<file path="src/rtl/noc_link_buffer.sv">
// Buffered NoC link: absorbs upstream flits into a local FIFO and re-issues them downstream on its own credits.
// Latency: send_in -> send_out is 2 + FWD_PIPELINE cycles with an empty FIFO and credits available.
// Backpressure: upstream via credit_out pulses (one per pop); downstream via credit_in; optional stats with NOC_LINK_STATS_EN.
module noc_link_buffer #(
    parameter int FLIT_WIDTH         = 32,
    parameter int DEST_WIDTH         = 4,
    parameter int LINK_BUFFER_DEPTH  = 4,
    parameter int DOWNSTREAM_CREDITS = 1,
    parameter int FWD_PIPELINE       = 0
) (
    input  logic                  clk_noc,
    input  logic                  rst_n,
    input  logic [FLIT_WIDTH-1:0] data_in,
    input  logic [DEST_WIDTH-1:0] dest_in,
    input  logic                  is_tail_in,
    input  logic                  send_in,
    output logic                  credit_out,
    output logic [FLIT_WIDTH-1:0] data_out,
    output logic [DEST_WIDTH-1:0] dest_out,
    output logic                  is_tail_out,
    output logic                  send_out,
    input  logic                  credit_in,
    output logic                  err_overflow
`ifdef NOC_LINK_STATS_EN
    ,
    output logic [31:0]           stat_flits,
    output logic [31:0]           stat_pkts,
    output logic [31:0]           stat_stall
`endif
);

    localparam int PTR_W = $clog2(LINK_BUFFER_DEPTH);
    localparam int OCC_W = $clog2(LINK_BUFFER_DEPTH + 1);
    localparam int CRD_W = $clog2(DOWNSTREAM_CREDITS + 1);

    localparam logic [PTR_W-1:0] PTR_LAST = PTR_W'(LINK_BUFFER_DEPTH - 1);
    localparam logic [OCC_W-1:0] OCC_FULL = OCC_W'(LINK_BUFFER_DEPTH);
    localparam logic [CRD_W-1:0] CRD_INIT = CRD_W'(DOWNSTREAM_CREDITS);
    localparam logic [CRD_W:0]   CRD_MAX  = (CRD_W + 1)'(DOWNSTREAM_CREDITS);

    typedef struct packed {
        logic [FLIT_WIDTH-1:0] data;
        logic [DEST_WIDTH-1:0] dest;
        logic                  tail;
    } flit_t;

    flit_t                    mem [LINK_BUFFER_DEPTH];
    flit_t                    flit_in;
    flit_t                    head;
    logic [PTR_W-1:0]         wr_ptr;
    logic [PTR_W-1:0]         rd_ptr;
    logic [OCC_W-1:0]         occ;
    logic [CRD_W-1:0]         crd_cnt;
    logic [CRD_W:0]           crd_sum;
    logic                     empty;
    logic                     full;
    logic                     pop;
    logic                     push;
    logic                     drop;
    logic                     crd_ovf;
    logic [FWD_PIPELINE:0]    stg_vld;
    flit_t [FWD_PIPELINE:0]   stg_flit;

    assign flit_in = '{data: data_in, dest: dest_in, tail: is_tail_in};
    assign head    = mem[rd_ptr];
    assign empty   = (occ == '0);
    assign full    = (occ == OCC_FULL);

    // A credit arriving this cycle only becomes spendable next cycle, so pop looks at the registered count.
    assign pop     = !empty && (crd_cnt != '0);
    // When full, a simultaneous pop frees the slot being written, so the flit is still accepted.
    assign push    = send_in && (!full || pop);
    assign drop    = send_in && full && !pop;

    // The count never exceeds CRD_MAX, so one extra bit holds the worst-case +1 before saturation.
    assign crd_sum = {1'b0, crd_cnt} - {{CRD_W{1'b0}}, pop} + {{CRD_W{1'b0}}, credit_in};
    assign crd_ovf = (crd_sum > CRD_MAX);

    // Flit storage; contents need no reset because occupancy gates every read.
    always_ff @(posedge clk_noc) begin
        if (push) begin
            mem[wr_ptr] <= flit_in;
        end
    end

    // Pointers, occupancy, downstream credit count and the sticky error flag.
    always_ff @(posedge clk_noc or negedge rst_n) begin
        if (!rst_n) begin
            wr_ptr       <= '0;
            rd_ptr       <= '0;
            occ          <= '0;
            crd_cnt      <= CRD_INIT;
            credit_out   <= 1'b0;
            err_overflow <= 1'b0;
        end else begin
            if (push) begin
                wr_ptr <= (wr_ptr == PTR_LAST) ? '0 : wr_ptr + PTR_W'(1);
            end
            if (pop) begin
                rd_ptr <= (rd_ptr == PTR_LAST) ? '0 : rd_ptr + PTR_W'(1);
            end
            case ({push, pop})
                2'b10:   occ <= occ + OCC_W'(1);
                2'b01:   occ <= occ - OCC_W'(1);
                default: occ <= occ;
            endcase
            crd_cnt      <= crd_ovf ? CRD_INIT : crd_sum[CRD_W-1:0];
            credit_out   <= pop;
            err_overflow <= err_overflow | drop | crd_ovf;
        end
    end

    // Forward retiming chain: stage 0 captures the popped flit, bubbles are zeroed and shift along.
    always_ff @(posedge clk_noc or negedge rst_n) begin
        if (!rst_n) begin
            stg_vld  <= '0;
            stg_flit <= '0;
        end else begin
            stg_vld[0]  <= pop;
            stg_flit[0] <= pop ? head : '0;
            for (int i = 1; i <= FWD_PIPELINE; i++) begin
                stg_vld[i]  <= stg_vld[i-1];
                stg_flit[i] <= stg_flit[i-1];
            end
        end
    end

    assign send_out    = stg_vld[FWD_PIPELINE];
    assign data_out    = stg_flit[FWD_PIPELINE].data;
    assign dest_out    = stg_flit[FWD_PIPELINE].dest;
    assign is_tail_out = stg_flit[FWD_PIPELINE].tail;

`ifdef NOC_LINK_STATS_EN
    // Wrapping statistics: flits and tails leaving the FIFO, and cycles blocked on downstream credit.
    always_ff @(posedge clk_noc or negedge rst_n) begin
        if (!rst_n) begin
            stat_flits <= '0;
            stat_pkts  <= '0;
            stat_stall <= '0;
        end else begin
            stat_flits <= stat_flits + 32'(pop);
            stat_pkts  <= stat_pkts + 32'(pop && head.tail);
            stat_stall <= stat_stall + 32'(!empty && (crd_cnt == '0));
        end
    end
`endif

endmodule

</file>
<file path="config.mk">
export PLATFORM = sky130hd
export DESIGN_NAME = noc_link_buffer
export DESIGN_NICKNAME = d
export VERILOG_FILES = /design/src/rtl/noc_link_buffer.sv
export SDC_FILE = /design/constraint.sdc
export NUM_CORES = 1
export LEC_CHECK = 0
export ABC_AREA = 1
export BUFFER_PORTS_ARGS = -buffer_cell sky130_fd_sc_hd__buf_4
export CAP_MARGIN = 20
export CORE_MARGIN = 1
export CORE_UTILIZATION = 52
export DETAILED_ROUTE_END_ITERATION = 8
export GPL_ROUTABILITY_DRIVEN = 1
export PLACE_DENSITY = 0.75
export SLEW_MARGIN = 10
export SYNTH_ARGS = -nofsm -noshare
export SYNTH_HDL_FRONTEND = slang
export SYNTH_SLANG_ARGS = --single-unit
</file>
<file path="constraint.sdc">
create_clock -name clk_noc -period 2.9 [get_ports clk_noc]
set_clock_uncertainty 0.2 [all_clocks]
set_input_delay 0.145 -clock clk_noc [delete_from_list [all_inputs] [get_ports clk_noc]]
set_output_delay 0.145 -clock clk_noc [all_outputs]
set_load 0.02 [all_outputs]
</file>
==> impl_metrics.csv, run 1 <==
group,metric,value,unit
timing,drv_slew,0,
status,status,"complete, no violations",
grt,grt_antenna_before_repair,0,
synth,syn_area_per_cell,13.22,sq um
synth,synthArstFlopShare,24.10,%
synth,syn_area,7217,sq um
grt,grt-ovfl-total,0,
critical_path,path_max_fanout,16,
floorplanning,fp.dieH,119.8,um
critical_path,crit_start,"crd_cnt",
floorplanning,pin_count,81,
detailed_routing,post_drt_wl_per_cell,16.97,um
clocking,cts-buffers-inserted,17,
critical_path,startpoint_type,"flip-flop",
detailed_routing,num_vias,4497,
grt,grt_start_max_net_pins,77,
critical_path,cp_data_arrival_time,2.08,ns
final_layout,final_cell_mix,"nor2_1, edfxtp_1, buf_4",
floorplanning,num_rows,42,
synth,synth_edf_count,148,
critical_path,worstSetupPathType,"reg -> reg",
power,power,9.034,mW
floorplanning,start_util,53.86,%
final_layout,antenna_cells,0,
detailed_routing,antenna_left,0,
final_layout,final_common_cell,"nor2_1",
critical_path,reg2reg_from,"crd_cnt",
clocking,clk_latency,0.43,ns
synth,yosysTopAreaCellShare,61.58,%
floorplanning,die_w,119.8,um
placement,gp_congestion,0.7373,
synth,seq_area_frac_synth,77.90,%
placement,hpwl,8170,um
critical_path,r2r_slack,0.75,ns
final_layout,fin_nets,714,
synth,synthDistinctLibCells,20,
grt,grt_usage,21.94,%
placement,io_buffers,80,
power,ir_worst_vdd,0.5862,mV
timing,fin_ws,0.7490,ns
clocking,htree_levels,4,
placement,dp_slack,0.7441,ns
clocking,cts.clk_slew.worst_paths,0.06,ns
timing,rsz0062_at_grt,"no",
synth,netlist_top_cells_area,"edfxtp_1, dfrtp_1, nor2_1",
clocking,cts_sinks,195,
timing,slew-limit-headroom,43.81,%
timing,worst_pin_slew,0.8429,ns
synth,syn_inst,546,
final_layout,area_delta_synth_final,24.39,%
clocking,cts_root_buf,"clkbuf_16",
critical_path,endpoint_kind,"flip-flop",
timing,finalSetupViolCount,0,
critical_path,crit_chain,"nor2_1, nand2_1, nand2_2, nor2_4, buf_4",
critical_path,crit_required,2.83,ns
synth,synth_ff_type,"edfxtp_1",
final_layout,design_area,8977,sq um
clocking,clockBufferDepth,2,
timing,timing.fmax,464.9,MHz
detailed_routing,wl,14510,um
clocking,postCtsResizedCells,0,
clocking,cts_tree,"built",
power,p_leak,3.472,nW
detailed_routing,firstDrtPassIters,5,
synth,yosysWarnings,0,
critical_path,max_stage_delay,0.56,ns
worst_hold_path,hold_class,"in -> async",
synth,ys_ff_latch,195,
grt,grt_pass1_wl,23040,um
grt,grt_pass1_vias,4574,
final_layout,fillers,926,
power,power_density,1006,nW/um^2
timing,hold_viol,0,
floorplanning,dieArea,14350,sq um
synth,synth_nets,594,
final_layout,finalNonFillerCells,855,
timing,final.setup.tns,0,ns
job,max_cap_violations,0,
detailed_routing,drtIter0Drc,429,
detailed_routing,drc_errors,0,
critical_path,crit_slowest_cell,"dfstp_2",
synth,synth_top_area_cell,"edfxtp_1",
detailed_routing,via_per_inst,5.260,
timing,min_period,2.151,ns
floorplanning,coreArea,13400,sq um
timing,min_period_over_period,74.17,%
placement,placedCellCount,783,
placement,placed_cell_area,8000,sq um
final_layout,drive_gt1_share,18.41,%
-- synth_stat cells, types with 2 or more instances --
library cell  instances
a21oi_1              37
ha_1                  6
buf_1                 2
buf_4                 8
nand2_1              16
o21ai_1              50
nor2_1              157
inv_1                17
clkbuf_2              5
o21ai_0              30
buf_2                12
edfxtp_1            148
dfrtp_1              46
clkbuf_1              2
nand3_1               5
-- per-stage QoR --
step           utilization, %  hold slack, ns
2_1_floorplan               -         -0.3506
3_3_place_gp            59.70         0.01645
3_5_place_dp            59.70         0.02921
4_1_cts                 66.99          0.1177
5_1_grt                 66.99          0.1450
6_report                66.99         0.09451
-- layer usage --
metal / GRT usage, % / share of wire, % / up-vias
met3: 4.800 / 5.4 / 22
met5: 0 / 0 / -
met1: 26.23 / 40 / 2199
met4: 8.984 / 1.9 / 0
met2: 38.48 / 52 / 146
li1: - / - / 2130
-- sequential cells by signal, indices dropped and copies added, names as in the netlist --
name          flops
mem             148
data_out         32
dest_out          4
occ               3
rd_ptr            2
wr_ptr            2
crd_cnt           1
err_overflow      1
is_tail_out       1
send_out          1
-- worst max-delay path: cells and delay by family (launching register included) --
| family | cells | cell delay [ns] |
|---|---|---|
| buffers and inverters | 1 | 0.31 |
| DFF | 1 | 0.56 |
| and+or+nand+nor | 4 | 0.76 |
-- cell type report --
cell class / count / area (sq um) / share of cell area (%)
Clock buffer: 22 / 444.2 / 4.948
Sequential cell: 195 / 5624 / 62.65
Tap cell: 176 / 220.2 / 2.453
Timing Repair Buffer: 130 / 1089 / 12.13
Multi-Input combinational cell: 304 / 1400 / 15.60
Clock inverter: 10 / 132.6 / 1.477
Inverter: 18 / 67.56 / 0.7526
-- repair_timing --
action	4_1_cts	5_1_grt
setup buffers	0	0
hold buffers	40	0
endpoints found under the hold margin	198	0
-- power breakdown --
group	switching, mW	leakage, nW	internal [mW]
Sequential	0.187	1.95	3.72
Combinational	1.90	1.25	0.933
Clock	0.948	0.267	1.35
Total	3.03	3.47	6.00
-- path summary, 6_finish.rpt --
path	end	cells after the start
worst max-delay path	mem[3][27]	5
worst min-delay path	dest_out[1]	2
worst max register to register	mem[3][27]	5
worst min register to register	data_out[2]	2
max in group asynchronous	rd_ptr[0]	2
min in group clk_noc	mem[3][19]	2
-- cells by family (layout without fill, tap and decap cells) --
| group | after synthesis | after routing | synth area share [%] |
|---|---|---|---|
| flops | 195 | 195 | 77.90 |
| simple gates | 180 | 180 | 9.518 |
| buf+inv | 47 | 180 | 3.155 |
| compound gates | 117 | 117 | 8.114 |
| fa+ha+maj | 7 | 7 | 1.318 |
(Power assumes the default switching activity.)
==> run 2: changes to the inputs <==
- clock period: 2.9 -> 1.82 ns (I/O delays scaled with it)
==> run 2 against run 1 <==
Net effect: combinational power rose by 72%; critical endpoint is now mem[3][7]; sequential cell count did not move; largest cell class unchanged; sequential power rose by 61%; worst hold slack got worse by 0.055 ns; non-clock buffer count rose by 16; design area rose by 2.7%; cell count rose by 1.9%; routed wire length rose by 4.5%; worst setup slack got worse by 0.69 ns; die area did not move; global-route usage rose by 0.52 points; sequential share of layout area fell by 1.6 points.
==> impl_metrics.csv, run 2 (same netlist as run 1, synthesis figures left out) <==
group,metric,value,unit
power,power_density,1606,nW/um^2
worst_hold_path,hold_class,"in -> async",
clocking,cts_sinks,195,
placement,placedCellCount,795,
final_layout,largest-register,"mem",
detailed_routing,antenna_left,0,
grt,grt_antenna_before_repair,0,
clocking,clockBufferDepth,2,
final_layout,antenna_cells,0,
timing,drv_slew,0,
placement,io_buffers,80,
grt,grt_pass1_vias,4754,
critical_path,crit_required,1.76,ns
placement,dp_slack,0.03331,ns
timing,min_period_over_period,96.50,%
detailed_routing,wl,15170,um
clocking,htree_levels,4,
power,ir_worst_vdd,0.8997,mV
critical_path,endpoint_kind,"flip-flop",
status,status,"complete, no violations",
final_layout,finalNonFillerCells,871,
final_layout,final_common_cell,"nor2_1",
floorplanning,coreArea,13400,sq um
final_layout,drive_gt1_share,21.73,%
clocking,cts_tree,"built",
critical_path,crit_chain,"nor2_1, nand2_2, nand2_4, nor2_4, clkbuf_16",
timing,timing.fmax,569.4,MHz
final_layout,largest_register_ffs,148,
timing,holdWs,0.03937,ns
grt,grt_start_max_net_pins,48,
floorplanning,dieArea,14350,sq um
timing,fin_ws,0.06373,ns
power,p_leak,3.591,nW
critical_path,max_stage_delay,0.55,ns
timing,hold_viol,0,
grt,grt_pass1_wl,23670,um
floorplanning,start_util,53.86,%
critical_path,worstSetupPathType,"reg -> reg",
floorplanning,fp.dieH,119.8,um
timing,finalSetupViolCount,0,
timing,slew-limit-headroom,56.50,%
timing,worst_pin_slew,0.6525,ns
grt,grt-ovfl-total,0,
critical_path,startpoint_type,"flip-flop",
detailed_routing,drc_errors,0,
detailed_routing,drtIter0Drc,341,
critical_path,cp_data_arrival_time,1.70,ns
placement,gp_congestion,0.7959,
final_layout,area_delta_synth_final,27.74,%
timing,min_period,1.756,ns
floorplanning,num_rows,42,
final_layout,fin_nets,730,
grt,grt_usage,22.46,%
clocking,cts_root_buf,"clkbuf_16",
power,power,14.81,mW
final_layout,final_cell_mix,"nor2_1, edfxtp_1, buf_4",
detailed_routing,post_drt_wl_per_cell,17.41,um
critical_path,crit_slowest_cell,"dfstp_2",
clocking,cts-buffers-inserted,17,
critical_path,path_max_fanout,6,
floorplanning,die_w,119.8,um
placement,hpwl,8973,um
clocking,clk_latency,0.42,ns
clocking,cts.clk_slew.worst_paths,0.07,ns
detailed_routing,via_per_inst,5.300,
job,max_cap_violations,0,
detailed_routing,firstDrtPassIters,4,
floorplanning,pin_count,81,
detailed_routing,num_vias,4616,
==> run 2: cell types whose count changed in the layout (fill, tap and decap cells not counted), sizes merged <==
cell,previous run,this run
clkbuf,22,21
clkinv,3,6
buf,90,105
bufinv,3,2
==> run 2: metrics by stage <==
stage | TNS [ns] | instance area [sq um] | util (%)
2_1_floorplan | -21.74 | 7252 | -
3_3_place_gp | 0 | 8170 | 60.97
3_5_place_dp | 0 | 8170 | 60.97
4_1_cts | 0 | 9158 | 68.34
5_1_grt | -0.02723 | 9219 | 68.80
6_report | 0 | 9219 | 68.80
==> run 2: area by class of cell <==
type	instances	area (sq um)
Clock buffer	20	456.7
Multi-Input combinational cell	304	1415
Tap cell	176	220.2
Clock inverter	12	130.1
Timing Repair Buffer	146	1305
Fill cell	907	4182
Inverter	18	67.56
Sequential cell	195	5624
==> run 2: worst max-delay path: cells and delay by family, from the launching register on <==
kind | cells | cell delay (ns)
DFF | 1 | 0.55
buffers and inverters | 1 | 0.21
and+or+nand+nor | 4 | 0.51
==> run 2: where the power goes <==
| group | leakage (nW) | internal (mW) | switching, mW |
|---|---|---|---|
| sequential | 1.95 | 5.92 | 0.363 |
| clock | 0.278 | 2.09 | 1.55 |
| combinational | 1.36 | 1.78 | 3.10 |
==> run 2: path summary, 6_finish.rpt <==
check / from / end / slack, ns / cells after the start
min in group clk_noc: data_in[27] / mem[2][32] / 0.21 / 2
worst min register to register: err_overflow / err_overflow / 0.28 / 2
worst max-delay path: crd_cnt / mem[3][7] / 0.06 / 5
worst min-delay path: rst_n / data_out[30] / 0.04 / 2
max in group asynchronous: rst_n / rd_ptr[0] / 0.92 / 2
worst max register to register: crd_cnt / mem[3][7] / 0.06 / 5
==> run 2: what timing repair did <==
item	4_1_cts	5_1_grt
gates resized for setup	0	4
hold buffers	40	0
hold endpoints to repair	198	0
buffers inserted	0	2
endpoints found under the setup margin	0	91
==> run 2: layer usage <==
metal	wire length (um)	global-route usage (%)
met1	6286	27.33
met2	7957	38.95
met3	749	4.943
met4	174	8.984
met5	0	0
